<file path="src/rtl/led_pkg.sv">
// Shared types for the LED pattern sequencer: mode codes, entry patterns, mode ordering.
// LED_BREATHE_EN adds the BREATHE mode after RUN_R.
package led_pkg;

  typedef enum logic [2:0] {
    M_OFF     = 3'b000,
    M_BLINK   = 3'b001,
    M_RUN_L   = 3'b010,
    M_RUN_R   = 3'b011,
    M_BREATHE = 3'b100
  } mode_t;

  // Entry patterns are described by kind so they scale with the LED bank width
  typedef enum logic [1:0] {
    PAT_ZERO,
    PAT_ONES,
    PAT_LSB,
    PAT_MSB
  } entry_pat_t;

`ifdef LED_BREATHE_EN
  localparam mode_t MODE_LAST = M_BREATHE;
`else
  localparam mode_t MODE_LAST = M_RUN_R;
`endif

  function automatic mode_t next_mode(input mode_t m);
    mode_t r;
    if (m == MODE_LAST) begin
      r = M_OFF;
    end else begin
      case (m)
        M_OFF:   r = M_BLINK;
        M_BLINK: r = M_RUN_L;
        M_RUN_L: r = M_RUN_R;
        M_RUN_R: r = M_BREATHE;
        default: r = M_OFF;
      endcase
    end
    return r;
  endfunction

  function automatic entry_pat_t entry_pat(input mode_t m);
    entry_pat_t p;
    case (m)
      M_BLINK: p = PAT_ONES;
      M_RUN_L: p = PAT_LSB;
      M_RUN_R: p = PAT_MSB;
      default: p = PAT_ZERO;
    endcase
    return p;
  endfunction

endpackage

</file>
<file path="src/rtl/led_tick_gen.sv">
// Millisecond prescaler: one-cycle ms_tick on the terminal count, synchronous clear, enable freezes it.
module led_tick_gen #(
  parameter int CLK_FREQ_HZ = 50_000_000
) (
  input  logic clk,
  input  logic rst,
  input  logic clr,
  input  logic en,
  output logic ms_tick
);

  localparam int TERM = CLK_FREQ_HZ / 1000 - 1;
  localparam int CW   = (TERM > 0) ? $clog2(TERM + 1) : 1;

  logic [CW-1:0] cnt_q, cnt_d;

  assign ms_tick = en && (cnt_q == CW'(TERM));

  always_comb begin
    cnt_d = cnt_q;
    if (clr)          cnt_d = '0;
    else if (ms_tick) cnt_d = '0;
    else if (en)      cnt_d = cnt_q + CW'(1);
  end

  always_ff @(posedge clk or posedge rst) begin
    if (rst) cnt_q <= '0;
    else     cnt_q <= cnt_d;
  end

endmodule

</file>
<file path="src/rtl/led_pattern_ctrl.sv">
// LED bank sequencer: mode FSM, ms-based step scheduler and pattern datapath.
// LED_BREATHE_EN enables the BREATHE mode with a 4-bit PWM duty ramp.
module led_pattern_ctrl
  import led_pkg::*;
#(
  parameter int CLK_FREQ_HZ = 50_000_000,
  parameter int LED_W       = 4,
  parameter int SM_W        = 10
) (
  input  logic             clk,
  input  logic             rst,
  input  logic             mode_next,
  input  logic             pause_tgl,
  input  logic [SM_W-1:0]  step_ms,
  output logic [LED_W-1:0] led,
  output logic [2:0]       mode,
  output logic             paused,
  output logic             step_pulse
);

  mode_t            mode_q, mode_d;
  logic [LED_W-1:0] led_q, led_d;
  logic             paused_q, paused_d;
  logic             step_pulse_q, step_pulse_d;
  logic [SM_W-1:0]  step_cnt_q, step_cnt_d;
  logic [SM_W-1:0]  step_lat_q, step_lat_d;
  logic [SM_W-1:0]  lat_new;
  logic             ms_tick, step_term, step_fire;
  logic [LED_W-1:0] breathe_led;

  function automatic logic [LED_W-1:0] entry_led(input mode_t m);
    logic [LED_W-1:0] v;
    case (entry_pat(m))
      PAT_ONES: v = '1;
      PAT_LSB:  v = LED_W'(1);
      PAT_MSB:  v = {1'b1, {(LED_W-1){1'b0}}};
      default:  v = '0;
    endcase
    return v;
  endfunction

  led_tick_gen #(.CLK_FREQ_HZ(CLK_FREQ_HZ)) u_tick (
    .clk     (clk),
    .rst     (rst),
    .clr     (mode_next),
    .en      (!paused_q),
    .ms_tick (ms_tick)
  );

  assign lat_new   = (step_ms == '0) ? SM_W'(1) : step_ms;
  assign step_term = ms_tick && (step_cnt_q == step_lat_q - SM_W'(1));
  // A mode change on the terminal cycle swallows that step
  assign step_fire = step_term && !mode_next;

`ifdef LED_BREATHE_EN
  localparam int PWM_DIV = (CLK_FREQ_HZ / 1000 / 16 > 0) ? CLK_FREQ_HZ / 1000 / 16 : 1;
  localparam int DW      = (PWM_DIV > 1) ? $clog2(PWM_DIV) : 1;

  logic [DW-1:0] pdiv_q;
  logic [3:0]    pwm_q, duty_q;
  logic          up_q, pwm_adv;

  assign pwm_adv     = !paused_q && (pdiv_q == DW'(PWM_DIV - 1));
  assign breathe_led = {LED_W{pwm_q < duty_q}};

  always_ff @(posedge clk or posedge rst) begin
    if (rst) begin
      pdiv_q <= '0;
      pwm_q  <= '0;
      duty_q <= '0;
      up_q   <= 1'b1;
    end else begin
      if (!paused_q) pdiv_q <= pwm_adv ? '0 : pdiv_q + DW'(1);
      if (pwm_adv)   pwm_q  <= pwm_q + 4'd1;
      if (mode_next) begin
        duty_q <= '0;
        up_q   <= 1'b1;
      end else if (step_fire && mode_q == M_BREATHE) begin
        if (up_q) begin
          duty_q <= duty_q + 4'd1;
          if (duty_q == 4'd14) up_q <= 1'b0;
        end else begin
          duty_q <= duty_q - 4'd1;
          if (duty_q == 4'd1) up_q <= 1'b1;
        end
      end
    end
  end
`else
  assign breathe_led = '0;
`endif

  always_comb begin
    mode_d       = mode_q;
    led_d        = led_q;
    paused_d     = paused_q;
    step_pulse_d = 1'b0;
    step_cnt_d   = step_cnt_q;
    step_lat_d   = step_lat_q;
    if (mode_next) begin
      mode_d     = next_mode(mode_q);
      led_d      = entry_led(next_mode(mode_q));
      paused_d   = 1'b0;
      step_cnt_d = '0;
      step_lat_d = lat_new;
    end else begin
      if (pause_tgl) paused_d = !paused_q;
      if (ms_tick) begin
        if (step_term) begin
          step_cnt_d   = '0;
          step_lat_d   = lat_new;
          step_pulse_d = 1'b1;
          case (mode_q)
            M_BLINK: led_d = ~led_q;
            M_RUN_L: led_d = {led_q[LED_W-2:0], led_q[LED_W-1]};
            M_RUN_R: led_d = {led_q[0], led_q[LED_W-1:1]};
            default: led_d = led_q;
          endcase
        end else begin
          step_cnt_d = step_cnt_q + SM_W'(1);
        end
      end
      if (mode_q == M_BREATHE && !paused_q) led_d = breathe_led;
    end
  end

  always_ff @(posedge clk or posedge rst) begin
    if (rst) begin
      mode_q       <= M_OFF;
      led_q        <= '0;
      paused_q     <= 1'b0;
      step_pulse_q <= 1'b0;
      step_cnt_q   <= '0;
      step_lat_q   <= SM_W'(1);
    end else begin
      mode_q       <= mode_d;
      led_q        <= led_d;
      paused_q     <= paused_d;
      step_pulse_q <= step_pulse_d;
      step_cnt_q   <= step_cnt_d;
      step_lat_q   <= step_lat_d;
    end
  end

  assign led        = led_q;
  assign mode       = mode_q;
  assign paused     = paused_q;
  assign step_pulse = step_pulse_q;

endmodule

</file>
<file path="config.mk">
export PLATFORM = sky130hd
export DESIGN_NAME = led_pattern_ctrl
export DESIGN_NICKNAME = d
export VERILOG_FILES = /design/src/rtl/led_pkg.sv /design/src/rtl/led_tick_gen.sv /design/src/rtl/led_pattern_ctrl.sv
export SDC_FILE = /design/constraint.sdc
export NUM_CORES = 1
export LEC_CHECK = 0
export ABC_CLOCK_PERIOD_IN_PS = 5500
export CORE_MARGIN = 3
export CORE_UTILIZATION = 47
export CTS_CLUSTER_SIZE = 16
export DETAILED_ROUTE_END_ITERATION = 7
export MAX_ROUTING_LAYER = met4
export PLACE_DENSITY = 0.73
export SLEW_MARGIN = 20
export SYNTH_ARGS = -nofsm -noshare
export SYNTH_HDL_FRONTEND = slang
export SYNTH_SLANG_ARGS = --single-unit
</file>
<file path="constraint.sdc">
create_clock -name clk -period 5.5 [get_ports clk]
set_input_delay 1.1 -clock clk [delete_from_list [all_inputs] [get_ports clk]]
set_output_delay 1.1 -clock clk [all_outputs]
set_load 0.02 [all_outputs]
</file>
==> summary.md <==
| Metric | Value |
|---|---|
| DP HPWL | `around 3.8 mm` |
| Post-synth ARST share | `between 90% and 100%` |
| Gpl congestion | `0.834` |
| Resized cells post-CTS | `0` |
| DRC Markers | `0` |
| Met2 wire len | `2.54 mm` |
| Avg Inst Size Synth | `9.45 µm²` |
| Dominant synthesized flop cell | `dfrtp_1` |
| Initial Utilization | `49.2%` |
| Setup ws final | `2.27 ns` |
| Die Y | `82.6 µm` |
| Net count after synthesis | `~310` |
| Max Root-Sink Buffers | `2` |
| Multi-input logic area | `between 0.0015 and 0.002 mm²` |
| N_diodes | `0` |
| Leak | `1.22 nW` |
| Row Count | `27` |
| Area Overhead vs Synth | `11.2%` |
| Setup TNS Final | `0 ns` |
| Post-route ant nets | `0` |
| Clock Skew | `0.00872 ns` |
| Share of cells above drive strength 1 | `about 11%` |
| Crit-path slowest cell | `dfstp_2` |
| Max Used Layer | `met4` |
| H-Tree Depth | `2` |
| Final setup violating endpoints | `0` |
| Tot GR Track Use | `18.2%` |
| Largest net degree at the start of global routing | `45` |
| Via count | `2,169` |
| CP Max Fanout | `18` |
| Total power draw | `0.940 mW` |
| Root buf cell | `clkbuf_8` |
| Fillcell total | `494` |
| Hold WC Path Type | `register to register` |
| Postcts setup bufs | `0` |
| Die width | `82.6 µm` |
| Fmax | `310 MHz` |
| Clk Latency, worst-skew pair | `0.30 ns` |
| Vias per inst | `5.72` |
| Storage cell area | `0.00110 mm²` |
| Max stage delay on crit path | `around 0.60 ns` |
| Drt first pass iters | `4` |
| Post-layout min period | `3.23 ns` |
| CP cell instances | `inv_1, ha_1, nor2b_1, or3_1, a31o_2, a311o_1, o21ai_4, mux2_2` |
| Dpl ws | `2.01 ns` |
| Max Cap Viol | `0` |
| Mapped cell area | `0.00276 mm²` |
| RSZ-0062 raised after global routing | `false` |
| Commonest non-fill, non-tap cell in the layout | `dfrtp_1` |
| Worst Path Required | `5.69 ns` |
| Full die area | `around 0.0068 mm²` |
| WL/cell | `approximately 14 µm` |
| Most frequent cells in the layout | `dfrtp_1, nor2_1, clkdlybuf4s50_1` |
| Placed Cells incl. Taps | `371` |
| Post-synth EDFFs | `0` |
| Synthesized instance count | `just under 300` |
| Max-slew headroom | `53.3%` |
| Port bufs | `21` |
| #FFs+latches synth | `44` |
| Crit Path Category | `register to register` |
| Tightest Pin Transition | `0.698 ns` |
| Number of distinct library cells after synthesis | `57` |
| Period utilisation layout | `between 50% and 60%` |
| R2r setup slk | `about 2.3 ns` |
| Final Instance Count excl. Fillers | `about 380` |
| Final hold violation count | `0` |
| Initial antenna violation count | `0` |
| CTS buffer count | `5` |
| Cts hold-fix bufs | `0` |
| CP Capture Type | `register` |
| Met1 Routed Length | `2.55 mm` |
| CORE AREA | `0.00561 mm²` |
| Vias in the first global route | `2,060` |
| Core Util, Final | `approximately 55%` |
| Max VDD drop | `0.000305 V` |
| Fin nets | `326` |
| CTS tree | `yes` |
| Grt total ovfl | `0` |
| Ys Warns | `0` |
| PwrDens | `slightly above 300 mW/mm²` |
| # clock sinks | `44` |
| Boundary Pins | `23` |
| Sequential fraction of the synthesis area | `39.9%` |
| Critical Path AT | `~3.4 ns` |
| Status | `finished clean` |
| Post-Route WL | `5.32 mm` |
| Met3 wire length | `174 µm` |
| Pins Over Slew Limit | `0` |
| First-pass GRT wire length | `9.47 mm` |
| Worst-path clk slew | `around 0.09 ns` |
| Critical Path Source Type | `register` |
| Initial drt markers | `132` |
[cell usage after synthesis, types with 2 or more instances]
| cell | instances | area, µm² |
|---|---|---|
| nor4b_2 | 2 | 30.0 |
| nand3_1 | 5 | 25.0 |
| ha_1 | 6 | 75.1 |
| o211ai_1 | 4 | 30.0 |
| nor2b_1 | 4 | 25.0 |
| or2_2 | 2 | 12.5 |
| a31oi_1 | 3 | 18.8 |
| a221oi_1 | 5 | 43.8 |
| o31a_2 | 2 | 20.0 |
| a41oi_1 | 2 | 17.5 |
| nand2_1 | 20 | 75.1 |
| dfrtp_1 | 43 | 1080 |
| inv_1 | 14 | 52.6 |
| nor2_1 | 37 | 139 |
| mux2i_1 | 2 | 20.0 |
| nor3_4 | 2 | 32.5 |
| or3_1 | 10 | 62.6 |
| xor2_1 | 17 | 149 |
| o21ai_0 | 11 | 55.1 |
| nand4_1 | 11 | 68.8 |
| a21oi_1 | 10 | 50.1 |
| mux2_2 | 8 | 90.1 |
| xnor2_1 | 13 | 114 |
| and4_1 | 3 | 26.3 |
| clkbuf_1 | 8 | 30.0 |
| o311ai_0 | 3 | 26.3 |
| nor3_1 | 12 | 60.1 |
| nor3b_1 | 2 | 15.0 |
| buf_6 | 3 | 33.8 |
[cell families after synthesis]
logic type | Yosys count | synth area share [%]
xor+xnor | 30 | 9.52
mux | 11 | 4.53
compound gates | 51 | 13.3
other cells | 1 | 0.136
buf+inv | 29 | 5.39
simple gates | 120 | 24.4
fa+ha+maj | 6 | 2.72
flops | 44 | 39.9
[per-stage QoR]
stage / hold slack (ns) / area, µm²
floorplan: 0.496 / 2760
global placement: 0.524 / 2970
detailed placement: 0.532 / 2970
CTS: 0.553 / 3070
global route: 0.592 / 3070
finish: 0.550 / 3070
[final cells by class]
class,count,share of cell area [%]
Multi-Input combinational cell,219,49.2
Sequential cell,44,35.9
Tap cell,72,2.94
Clock inverter,2,0.489
Inverter,14,1.71
Clock buffer,6,2.69
Timing Repair Buffer,22,7.09
[worst max-delay path, delay by kind of cell, from the launching register on]
family,cells,cell delay (ns)
and+or+nand+nor,2,0.50
DFF,1,0.60
AOI/OAI and AO/OA,3,1.24
buffers and inverters,1,0.07
muxes,1,0.40
adders and majority gates,1,0.29
[sequential cells by signal (all words and copies together) (netlist names)]
signal and flops:
step_pulse 1, mode 2, step_cnt_q 10, led 4, paused 1, step_lat_q 10
u_tick.cnt_q 16
[path summary, 6_finish.rpt]
path | start | endpoint | cells past startpoint
max reg2reg | step_lat_q[0] | step_lat_q[8] | 8
min reg2reg | u_tick.cnt_q[15] | u_tick.cnt_q[15] | 2
min | u_tick.cnt_q[15] | u_tick.cnt_q[15] | 2
max in group asynchronous | rst | step_lat_q[0] | 3
max | step_lat_q[0] | step_lat_q[8] | 8
min in group asynchronous | rst | mode[0] | 3
[where the power goes]
part	leakage, nW	total (mW)	internal [mW]	switching, mW
Combinational	0.594	0.316	0.148	0.168
Sequential	0.577	0.404	0.356	0.0478
Clock	0.0434	0.220	0.102	0.118
Total	1.22	0.940	0.606	0.334
[layer usage]
metal | global-route usage, % | vias up
met1 | 24.3 | 1054
met5 | - | -
met3 | 2.93 | 5
met4 | 3.92 | 0
li1 | - | 1075
met2 | 29.2 | 35
(Power assumes the default switching activity.)
==> RTL change: new RTL, same settings <==
Set the parameter `LED_W` to 3 (it was 4).
--- a/src/rtl/led_pattern_ctrl.sv
+++ b/src/rtl/led_pattern_ctrl.sv
@@ -6,3 +6,3 @@
   parameter int CLK_FREQ_HZ = 50_000_000,
-  parameter int LED_W       = 4,
+  parameter int LED_W       = 3,
   parameter int SM_W        = 10
Interface: changed (resized led); port bits go from 23 to 22. No check against the original RTL was run, so the function may have changed too.
==> RTL change against the unedited design <==
- routed wire length shrank 11%
- core utilization grew 2.9 points
- global-route usage shrank 0.58 points
- final area shrank 8.4%
- sequential power shrank 6.2%
- first-iteration DRC count shrank 7.6%
- sequential cell count shrank 1
- setup slack lost 0.017 ns
- power shrank 13%
- area after synthesis shrank 11%
- largest cell class unchanged
==> RTL change: results (changes against the unedited design) <==
* Result of the run: finished clean
* Starting DRT DRC Count at 122 (-7.6%)
* DR pass1 iterations at 4 (unchanged)
* Critical Path AT at 3.42 ns (about the same)
* Number of unique standard cell types used by synthesis at 50 (-12%)
* Delay of the slowest cell on the worst path at 0.79 ns (+0.19 ns)
* Number of nets in the finished design at 296 (-9.2%)
* Synthesized instance count at 252 (-14%)
* Post-CTS sizing at 0 (unchanged)
* Clock buffer depth at 2 (unchanged)
* Average wire per cell in the routed design at 13.77 um (-1.8%)
* Clock-pin slew on the worst setup and hold paths at 0.07 ns (-0.02 ns)
* Overall routed net length at 4737 um (-11%)
* Most instantiated cells after synthesis: dfrtp_1, nor2_1, xnor2_1
* Final antenna diode count at 0 (unchanged)
* Clock Skews at 0.004841 ns (-0.003880 ns)
* Slowest stage cell, crit path: o31ai_4
* Vias in the first global route at 1868 (-9.3%)
* Final HPWL DP at 3445 um (-8.3%)
* IR Drop Worst-Case VDD at 0.1700 mV (-44%)
* Portion of netlist area occupied by mux cells at 4.680% (+0.15 points)
* Static leakage at 0.001172 uW (-3.5%)
* Fillcell total at 446 (-9.7%)
* Total vias in the final route at 1852 (-15%)
* Highest net fanout along the worst path at 18 (unchanged)
* Gpl congestion at 0.8348 (+0.12%)
* I/O Buffers at 20 (-4.8%)
* Post-synthesis xor/xnor area fraction at 13.17% (+3.7 points)
* Clock latency on the worst-skew pair at approximately 0.29 ns
* GRT Util Overall at 17.59% (-0.58 points)
* Area fraction in compound gates after synthesis at 9.105% (-4.2 points)
* Synth async-reset ratio at 100.0% (unchanged)
* Max transition margin at 41.16% (-12 points)
* Syn Nets at 272 (-13%)
* Initial antenna violation count at 0 (unchanged)
* Pin count of the biggest net entering global routing at 44 (-2.2%)
* Total placed cells including tap cells at 336 (-9.4%)
* Global-route wire length before repair at 8507 um (-10%)
* Buffers inserted by post-CTS timing repair at 0 (unchanged)
* Adder and majority gate portion of the synthesized area at 3.052% (+0.33 points)
* Registers with the most flip-flops: u_tick.cnt_q x16, step_cnt_q x10, step_lat_q x10
* Sequential element share of the synthesized area at 43.79% (+3.9 points)
* Cell types with the largest area share after synthesis: dfrtp_1, xnor2_1, xor2_1
* Share of cells above drive strength 1 at 9.025% (-2.4 points)
RTL change: cells by family (layout without fill, tap and decap cells):
group                    after synthesis  after routing
AND/OR/NAND/NOR                      111            111
flip-flops                            43             43
XOR/XNOR                              37             37
AO/OA/AOI/OAI                         29             29
buffers and inverters                 15             40
multiplexers                          10             10
adder cells (fa/ha/maj)                6              6
other                                  1              1
RTL change: path summary, 6_finish.rpt:
path / from / endpoint / slack [ns] / depth (start not counted)
setup / recovery: step_lat_q[0]$_DFFE_PP1P_ / step_lat_q[7]$_DFFE_PP0P_ / 2.26 / 8
hold / removal: step_lat_q[9]$_DFFE_PP0P_ / step_lat_q[9]$_DFFE_PP0P_ / 0.54 / 1
min in group asynchronous: rst / u_tick.cnt_q[6]$_DFFE_PP0P_ / 1.24 / 3
hold reg to reg: step_lat_q[9]$_DFFE_PP0P_ / step_lat_q[9]$_DFFE_PP0P_ / 0.54 / 1
setup reg to reg: step_lat_q[0]$_DFFE_PP1P_ / step_lat_q[7]$_DFFE_PP0P_ / 2.26 / 8
max in group asynchronous: rst / step_lat_q[0]$_DFFE_PP1P_ / 3.89 / 3
RTL change: final cells by class:
class                           count  share of cell area [%]
Timing Repair Buffer               22                   7.658
Inverter                           10                   1.336
Multi-Input combinational cell    194                   46.79
Clock buffer                        7                   2.716
Tap cell                           67                   2.983
Clock inverter                      1                  0.1781
Sequential cell                    43                   38.33
RTL change: metrics by stage:
| step | power (uW) | setup slack, ns | instance area [sq um] |
|---|---|---|---|
| after detailed placement | 631.4 | 2.276 | 2729 |
| after floorplan | 547.8 | 2.734 | 2460 |
| after CTS | 822.6 | 2.259 | 2810 |
| after global routing | 870.4 | 2.013 | 2810 |
| after global placement | 627.9 | 2.281 | 2729 |
| final | 813.3 | 2.257 | 2810 |
RTL change: per-layer routing:
metal	global-route usage, %	wire, um	up-vias
li1	-	-	931
met1	22.91	2392	891
met2	28.08	2134	26
met3	2.982	168	4
met4	5.769	42	0
met5	-	0	-
RTL change: power by group:
| group | switching (uW) | total [uW] | internal [uW] | leakage (uW) |
|---|---|---|---|---|
| clock network | 100 | 189 | 89.1 | 0.0000422 |
| registers | 33.3 | 379 | 345 | 0.000565 |
| logic | 128 | 246 | 118 | 0.000565 |
